**src/rtl/gshare_btb_if.sv**
```systemverilog
// Pipeline-facing bus of the branch prediction unit: fetch lookup,
// EX-stage resolution and the mispredict flush/redirect it produces.
interface gshare_btb_if #(
  parameter int PC_W  = 32,
  parameter int GHR_W = 4
);
  logic             memory_stall;
  logic [PC_W-1:0]  fetch_pc;
  logic             pred_taken;
  logic [PC_W-1:0]  pred_target;
  logic [GHR_W-1:0] pred_ghr;
  logic             upd_valid;
  logic             upd_is_branch;
  logic [PC_W-1:0]  upd_pc;
  logic             upd_taken;
  logic [PC_W-1:0]  upd_target;
  logic             upd_pred_taken;
  logic [PC_W-1:0]  upd_pred_target;
  logic [GHR_W-1:0] upd_ghr;
  logic             flush;
  logic [PC_W-1:0]  redirect_pc;

  // Pipeline side: drives fetch and resolution, consumes prediction and flush
  modport master (
    output memory_stall, fetch_pc,
    output upd_valid, upd_is_branch, upd_pc, upd_taken, upd_target,
    output upd_pred_taken, upd_pred_target, upd_ghr,
    input  pred_taken, pred_target, pred_ghr, flush, redirect_pc
  );

  // Predictor side
  modport slave (
    input  memory_stall, fetch_pc,
    input  upd_valid, upd_is_branch, upd_pc, upd_taken, upd_target,
    input  upd_pred_taken, upd_pred_target, upd_ghr,
    output pred_taken, pred_target, pred_ghr, flush, redirect_pc
  );
endinterface

```
**src/rtl/gshare_btb.sv**
```systemverilog
// Tagged branch target buffer with per-entry saturating counters,
// optionally gshare-indexed by a global history register. Prediction and
// mispredict detection are combinational; table/GHR writes land on the
// next rising clock edge.
module gshare_btb #(
  parameter int ENTRIES = 16,
  parameter int PC_W    = 32,
  parameter int TAG_W   = 8,
  parameter int CNT_W   = 2,
  parameter int GHR_W   = 4,
  parameter int USE_GHR = 1
) (
  input logic         clk,
  input logic         rst_n,
  gshare_btb_if.slave bus
);
  localparam int IDX_W = $clog2(ENTRIES);
  localparam logic [CNT_W-1:0] CNT_MAX     = {CNT_W{1'b1}};
  localparam logic [CNT_W-1:0] CNT_WEAK_T  = CNT_W'(2 ** (CNT_W - 1));
  localparam logic [CNT_W-1:0] CNT_WEAK_NT = CNT_W'(2 ** (CNT_W - 1) - 1);

  logic [ENTRIES-1:0] valid_q, valid_d;
  logic [TAG_W-1:0]   tag_q    [ENTRIES];
  logic [TAG_W-1:0]   tag_d    [ENTRIES];
  logic [PC_W-1:0]    target_q [ENTRIES];
  logic [PC_W-1:0]    target_d [ENTRIES];
  logic [CNT_W-1:0]   cnt_q    [ENTRIES];
  logic [CNT_W-1:0]   cnt_d    [ENTRIES];
  logic [GHR_W-1:0]   ghr_q, ghr_d;

  logic [IDX_W-1:0]   fetch_idx;
  logic [TAG_W-1:0]   fetch_tag;
  logic               fetch_hit;
  logic [IDX_W-1:0]   upd_idx;
  logic [TAG_W-1:0]   upd_tag;
  logic               upd_hit;
  logic               branch_mispredict;
  logic               alias_mispredict;

  function automatic logic [IDX_W-1:0] table_index(
    input logic [PC_W-1:0]  pc,
    input logic [GHR_W-1:0] g
  );
    logic [IDX_W-1:0] base;
    base = pc[IDX_W+1:2];
    if (USE_GHR != 0) begin
      return base ^ IDX_W'(g);
    end
    return base;
  endfunction

  // Fetch-side lookup; outputs forced to their idle values while in reset
  always_comb begin
    fetch_idx       = table_index(bus.fetch_pc, ghr_q);
    fetch_tag       = bus.fetch_pc[IDX_W+2 +: TAG_W];
    fetch_hit       = valid_q[fetch_idx] && (tag_q[fetch_idx] == fetch_tag);
    bus.pred_taken  = rst_n && fetch_hit && cnt_q[fetch_idx][CNT_W-1];
    bus.pred_target = bus.pred_taken ? target_q[fetch_idx]
                                     : bus.fetch_pc + PC_W'(4);
    bus.pred_ghr    = rst_n ? ghr_q : '0;
  end

  // Mispredict detection from the EX-stage resolution, independent of stall
  always_comb begin
    branch_mispredict = bus.upd_is_branch &&
                        ((bus.upd_taken != bus.upd_pred_taken) ||
                         (bus.upd_taken && (bus.upd_pred_target != bus.upd_target)));
    alias_mispredict  = !bus.upd_is_branch && bus.upd_pred_taken;
    bus.flush         = bus.upd_valid && rst_n && (branch_mispredict || alias_mispredict);
    bus.redirect_pc   = '0;
    if (bus.flush) begin
      bus.redirect_pc = (bus.upd_is_branch && bus.upd_taken) ? bus.upd_target
                                                             : bus.upd_pc + PC_W'(4);
    end
  end

  // Next table and history contents for a resolved instruction
  always_comb begin
    valid_d  = valid_q;
    tag_d    = tag_q;
    target_d = target_q;
    cnt_d    = cnt_q;
    ghr_d    = ghr_q;
    upd_idx  = table_index(bus.upd_pc, bus.upd_ghr);
    upd_tag  = bus.upd_pc[IDX_W+2 +: TAG_W];
    upd_hit  = valid_q[upd_idx] && (tag_q[upd_idx] == upd_tag);
    if (bus.upd_valid && !bus.memory_stall) begin
      if (bus.upd_is_branch) begin
        ghr_d = (ghr_q << 1) | GHR_W'(bus.upd_taken);
        if (upd_hit) begin
          if (bus.upd_taken) begin
            target_d[upd_idx] = bus.upd_target;
            if (cnt_q[upd_idx] != CNT_MAX) begin
              cnt_d[upd_idx] = cnt_q[upd_idx] + CNT_W'(1);
            end
          end else if (cnt_q[upd_idx] != '0) begin
            cnt_d[upd_idx] = cnt_q[upd_idx] - CNT_W'(1);
          end
        end else if (bus.upd_taken) begin
          valid_d[upd_idx]  = 1'b1;
          tag_d[upd_idx]    = upd_tag;
          target_d[upd_idx] = bus.upd_target;
          cnt_d[upd_idx]    = CNT_WEAK_T;
        end
      end else if (bus.upd_pred_taken && upd_hit) begin
        valid_d[upd_idx] = 1'b0;
      end
    end
  end

  // Table and history registers; reset leaves every counter weakly not-taken
  always_ff @(posedge clk or negedge rst_n) begin
    if (!rst_n) begin
      valid_q <= '0;
      ghr_q   <= '0;
      for (int i = 0; i < ENTRIES; i++) begin
        tag_q[i]    <= '0;
        target_q[i] <= '0;
        cnt_q[i]    <= CNT_WEAK_NT;
      end
    end else begin
      valid_q  <= valid_d;
      tag_q    <= tag_d;
      target_q <= target_d;
      cnt_q    <= cnt_d;
      ghr_q    <= ghr_d;
    end
  end
endmodule

```
**src/flat_wrapper.sv**
```systemverilog
// flat-port wrapper written by rule: the top's interface ports become plain ports
module gshare_btb_flat 
#(
  parameter int ENTRIES = 16,
  parameter int PC_W    = 32,
  parameter int TAG_W   = 8,
  parameter int CNT_W   = 2,
  parameter int GHR_W   = 4,
  parameter int USE_GHR = 1
)
  (clk, rst_n, bus_memory_stall, bus_fetch_pc, bus_upd_valid, bus_upd_is_branch, bus_upd_pc, bus_upd_taken, bus_upd_target, bus_upd_pred_taken, bus_upd_pred_target, bus_upd_ghr, bus_pred_taken, bus_pred_target, bus_pred_ghr, bus_flush, bus_redirect_pc);
  gshare_btb_if #(.PC_W(PC_W), .GHR_W(GHR_W)) bus_i ();
  input logic clk;
  input logic rst_n;
  input wire logic [$bits(bus_i.memory_stall)-1:0] bus_memory_stall;
  input wire logic [$bits(bus_i.fetch_pc)-1:0] bus_fetch_pc;
  input wire logic [$bits(bus_i.upd_valid)-1:0] bus_upd_valid;
  input wire logic [$bits(bus_i.upd_is_branch)-1:0] bus_upd_is_branch;
  input wire logic [$bits(bus_i.upd_pc)-1:0] bus_upd_pc;
  input wire logic [$bits(bus_i.upd_taken)-1:0] bus_upd_taken;
  input wire logic [$bits(bus_i.upd_target)-1:0] bus_upd_target;
  input wire logic [$bits(bus_i.upd_pred_taken)-1:0] bus_upd_pred_taken;
  input wire logic [$bits(bus_i.upd_pred_target)-1:0] bus_upd_pred_target;
  input wire logic [$bits(bus_i.upd_ghr)-1:0] bus_upd_ghr;
  output wire logic [$bits(bus_i.pred_taken)-1:0] bus_pred_taken;
  output wire logic [$bits(bus_i.pred_target)-1:0] bus_pred_target;
  output wire logic [$bits(bus_i.pred_ghr)-1:0] bus_pred_ghr;
  output wire logic [$bits(bus_i.flush)-1:0] bus_flush;
  output wire logic [$bits(bus_i.redirect_pc)-1:0] bus_redirect_pc;
  assign bus_i.memory_stall = bus_memory_stall;
  assign bus_i.fetch_pc = bus_fetch_pc;
  assign bus_i.upd_valid = bus_upd_valid;
  assign bus_i.upd_is_branch = bus_upd_is_branch;
  assign bus_i.upd_pc = bus_upd_pc;
  assign bus_i.upd_taken = bus_upd_taken;
  assign bus_i.upd_target = bus_upd_target;
  assign bus_i.upd_pred_taken = bus_upd_pred_taken;
  assign bus_i.upd_pred_target = bus_upd_pred_target;
  assign bus_i.upd_ghr = bus_upd_ghr;
  assign bus_pred_taken = bus_i.pred_taken;
  assign bus_pred_target = bus_i.pred_target;
  assign bus_pred_ghr = bus_i.pred_ghr;
  assign bus_flush = bus_i.flush;
  assign bus_redirect_pc = bus_i.redirect_pc;
  gshare_btb #(.ENTRIES(ENTRIES), .PC_W(PC_W), .TAG_W(TAG_W), .CNT_W(CNT_W), .GHR_W(GHR_W), .USE_GHR(USE_GHR)) u_core (.clk(clk), .rst_n(rst_n), .bus(bus_i));
endmodule
```
**config.mk**
```make
export PLATFORM = sky130hd
export DESIGN_NAME = gshare_btb_flat
export DESIGN_NICKNAME = d
export VERILOG_FILES = /design/src/rtl/gshare_btb_if.sv /design/src/rtl/gshare_btb.sv /design/src/flat_wrapper.sv
export SDC_FILE = /design/constraint.sdc
export NUM_CORES = 1
export LEC_CHECK = 0
export BUFFER_PORTS_ARGS = -buffer_cell sky130_fd_sc_hd__buf_2
export CAP_MARGIN = 20
export CORE_MARGIN = 2
export CORE_UTILIZATION = 65
export DETAILED_ROUTE_END_ITERATION = 8
export PLACE_DENSITY = 0.84
export SYNTH_ARGS = -nofsm -noshare
export SYNTH_HDL_FRONTEND = slang
export SYNTH_SLANG_ARGS = --single-unit
```
**constraint.sdc**
```tcl
create_clock -name clk -period 6.45 [get_ports clk]
set_clock_uncertainty 0.1 [all_clocks]
set_input_delay 0.3225 -clock clk [delete_from_list [all_inputs] [get_ports clk]]
set_output_delay 0.3225 -clock clk [all_outputs]
set_load 0.01 [all_outputs]
```
==> results.md <==
* Vias at 29860
* HPWL after detailed placement at 71.04 mm
* Number of H-tree branching levels at 3
* Chip Height at 237.3 um
* Library cell occupying the most area in the post-synthesis netlist: sky130_fd_sc_hd__dfrtp_1
* Power after layout at 12.28 mW
* IO Pins at 209
* Complex-gate fraction of the synthesized area at 2.521%
* Number of setup violations in the final report at 0
* Overall track demand over capacity in global routing at 43.63%
* Xor/xnor share of the synthesized area at 2.935%
* Critical path start-end classification: reg -> out
* Insertion delay of the later-clocked pin in the worst-skew pair at 0.64 ns
* Synth Area per Inst at 10.15 um2
* NumNets Final at 3718
* Number of global-route vias before repair at 30500
* Outcome: complete, no violations
* Crit path launch: u_core.ghr_q[1]
* Setup bufs post-CTS at 0
* Type of the worst min-delay path: in -> reg
* Beginning of the worst register-to-register path: u_core.tag_q[61]
* CTS tree: built
* Starting utilization of the core area at 65.75%
* Clock slew seen by the registers of the worst setup and hold paths at 0.06 ns
* TritonCTS Buffers at 71
* Crit path max-delay cell type: sky130_fd_sc_hd__xor2_4
* RD Place Congestion at 1.017
* Share of the synthesized area in the top cell type at 47.81%
* Final slew viol count at 0
* Sequential fraction of the synthesis area at 48.99%
* Simple-gate area share of the yosys netlist at 21.06%
* Full die area at 56320 um2
* Leak pwr at 20.07 nW
* Area inside the core boundary at 53810 um2
* CTS resizes at 0
* Number of hold violations in the final report at 0
* Transition time at the pin with the least slew margin at 1.293 ns
* Crit path required time at 6.03 ns
* Max Freq at 193.9 MHz
* Largest net degree at the start of global routing at 198
* Number of buffers inserted by port buffering at 208
* Top FF cell, synth: sky130_fd_sc_hd__dfrtp_1
* Endpoint type of the worst setup path: output port
* Register bit count reported by yosys at 692
* Number of DRC markers in iteration 0 at 4527
* Clock sink count at 692
* Data arrival time of the worst path at 4.74 ns
* Multiplexer area fraction after synthesis at 21.06%
* Start point of the worst min-delay path: bus_upd_target[24]
* Detail Route Antenna Nets at 0
* Count of flip-flops with a built-in enable after synthesis at 0
* Worst supply voltage drop on vdd at 0.2255 mV
* Clock root cell: sky130_fd_sc_hd__clkbuf_16
* Wire length of the first global-routing pass at 181.3 mm
* Routed WL per cell at 27.86 um
* Synthesis-to-layout area growth at 11.96%
* Max-cap violations at 0
* Number of distinct library cells after synthesis at 55
* Post-detailed-routing wire length at 120.6 mm
* Post-synthesis instance total at 3487
* Rel. slew slack at 13.52%
* Proportion of register bits with asynchronous set or reset after synthesis at 100.0%
* Final critical-path share of the clock period at 79.97%
* Maximum root-to-sink buffer count at 3
* Max stage delay on crit path at 0.61 ns
* Critical path startpoint category: flip-flop
* CP cell instances: xor2_4, buf_4, mux4_2, mux4_2, xnor2_1, nand2_1, or3b_1, and4b_1, mux2_2, buf_2
* Setup Total Neg Slack at 0 ns
* Combinational family with the most area after synthesis: multiplexers
* Cell Area, Synth at 35390 um2
* Detailed-route vias per instance at 6.900
* Post-Synth Adder-Cell Area at 0.1414%
* Min cycle time layout at 5.158 ns
* Power per cell area at 310.0 nW/um2
* Total number of placement rows at 85
* Crit Path Max Fanout at 19
* Worst path bufs/invs at 2
* Synth warnings at 0
* Most frequent cell on the critical path: sky130_fd_sc_hd__mux4_2
* Horiz. Die Dim at 237.3 um
* Antenna violations before repair at 5
* Net Count, Synth at 3630
* CP top delay family: multiplexers
* Area contributors post-synth: sky130_fd_sc_hd__dfrtp_1, sky130_fd_sc_hd__nand2_1, sky130_fd_sc_hd__mux4_2
* RSZ-0062 raised after global routing: no
* Remaining routing DRC violations at 0
* Detailed-router iteration count before antenna repair at 6
* Total congestion overflow after global routing at 0
* Share of final-layout standard cells stronger than drive strength 1 at 24.14%
path summary, 6_finish.rpt:
check	end	slack (ns)	cells after the start
setup / recovery	bus_pred_target[3]	1.29	10
hold reg to reg	u_core.target_q[270]	0.37	2
min in group asynchronous	u_core.target_q[4]	0.18	2
hold / removal	u_core.target_q[472]	0.02	3
setup reg to reg	u_core.tag_q[4]	2.90	7
max in group asynchronous	u_core.target_q[318]	3.71	4
Yosys cell counts, drive strengths merged, types with 9 or more instances:
cell	instances
nand2	1597
dfrtp	676
mux4	248
clkbuf	223
mux2	162
nor2	108
xnor2	59
xor2	57
nand3	48
buf	42
a211oi	27
inv	26
nor3	22
and2	20
and3	19
a21o	16
a22oi	16
dfstp	16
nand4	16
nor4	14
o32a	14
o32ai	14
a311oi	9
placed cells by master, fill, tap and decap left out, types with 17 or more instances in the layout:
cell type | synthesis | routed
sky130_fd_sc_hd__a211oi_1 | 27 | 27
sky130_fd_sc_hd__and2_1 | 20 | 20
sky130_fd_sc_hd__and3_1 | 19 | 19
sky130_fd_sc_hd__buf_2 | 17 | 207
sky130_fd_sc_hd__buf_4 | 4 | 62
sky130_fd_sc_hd__clkbuf_16 | 0 | 73
sky130_fd_sc_hd__clkbuf_8 | 0 | 17
sky130_fd_sc_hd__dfrtp_1 | 676 | 676
sky130_fd_sc_hd__inv_1 | 26 | 26
sky130_fd_sc_hd__mux2_2 | 142 | 142
sky130_fd_sc_hd__mux4_2 | 248 | 248
sky130_fd_sc_hd__nand2_1 | 1597 | 1580
sky130_fd_sc_hd__nand2_2 | 0 | 17
sky130_fd_sc_hd__nand3_1 | 48 | 48
sky130_fd_sc_hd__nor2_1 | 92 | 92
sky130_fd_sc_hd__xnor2_1 | 58 | 56
sky130_fd_sc_hd__xor2_1 | 55 | 51
flip-flops by register name (all words and copies together) (netlist names), named ones only:
signal and count:
u_core.ghr_q 4, u_core.target_q 512, u_core.cnt_q 32, u_core.tag_q 128
timing repair:
action | 4_1_cts | 5_1_grt
endpoints found under the setup margin | 0 | 0
hold buffers | 2 | 0
hold endpoints to repair | 75 | 0
layer usage:
metal / part of all wire, % / track usage [%] / routed length, um
met3: 15 / 15.76 / 18330
met1: 32 / 54.06 / 38770
met2: 44 / 64.00 / 53170
met4: 8.5 / 31.43 / 10280
met5: 0.011 / 0 / 13
cells by family after synthesis:
| group | count (synthesis) |
|---|---|
| simple gates | 1861 |
| flops | 692 |
| mux | 411 |
| buf+inv | 292 |
| xor+xnor | 116 |
| compound gates | 111 |
| fa+ha+maj | 4 |
power by group:
part           internal, mW  total, mW  switching (mW)
clock network          2.59       4.38            1.79
registers              4.89       5.31           0.417
logic                  1.17       2.59            1.42
tightest hold or removal path, delay by kind of cell:
kind,cells,cell delay [ns]
AND/OR/NAND/NOR,2,0.15
buffers and inverters,1,0.22
area by class of cell:
cell class / instances / area [um2]
antenna: 3 / 7.507
timing repair buffer: 280 / 1695
clock buffer: 100 / 2098
multi-input combinational: 2503 / 17140
fill: 3342 / 14200
clock inverter: 27 / 362.8
inverter: 27 / 101.3
sequential: 692 / 17340
tap: 696 / 870.8
stage by stage:
| stage | utilization (%) | instance area (um2) | instances | hold slack [ns] | setup slack (ns) |
|---|---|---|---|---|---|
| 2_1_floorplan | - | 35390 | 3487 | -0.07309 | 2.501 |
| 3_5_place_dp | 68.93 | 37100 | 4194 | 0.2580 | 1.845 |
| 4_1_cts | 73.54 | 39580 | 4323 | 0.008452 | 1.347 |
| 3_3_place_gp | 68.88 | 37070 | 4193 | 0.2588 | 1.975 |
| 6_report | 73.62 | 39620 | 4328 | 0.01598 | 1.292 |
| 5_1_grt | 73.61 | 39610 | 4327 | 0.03109 | 1.138 |
Note: power is estimated with default switching activity, not from simulation.
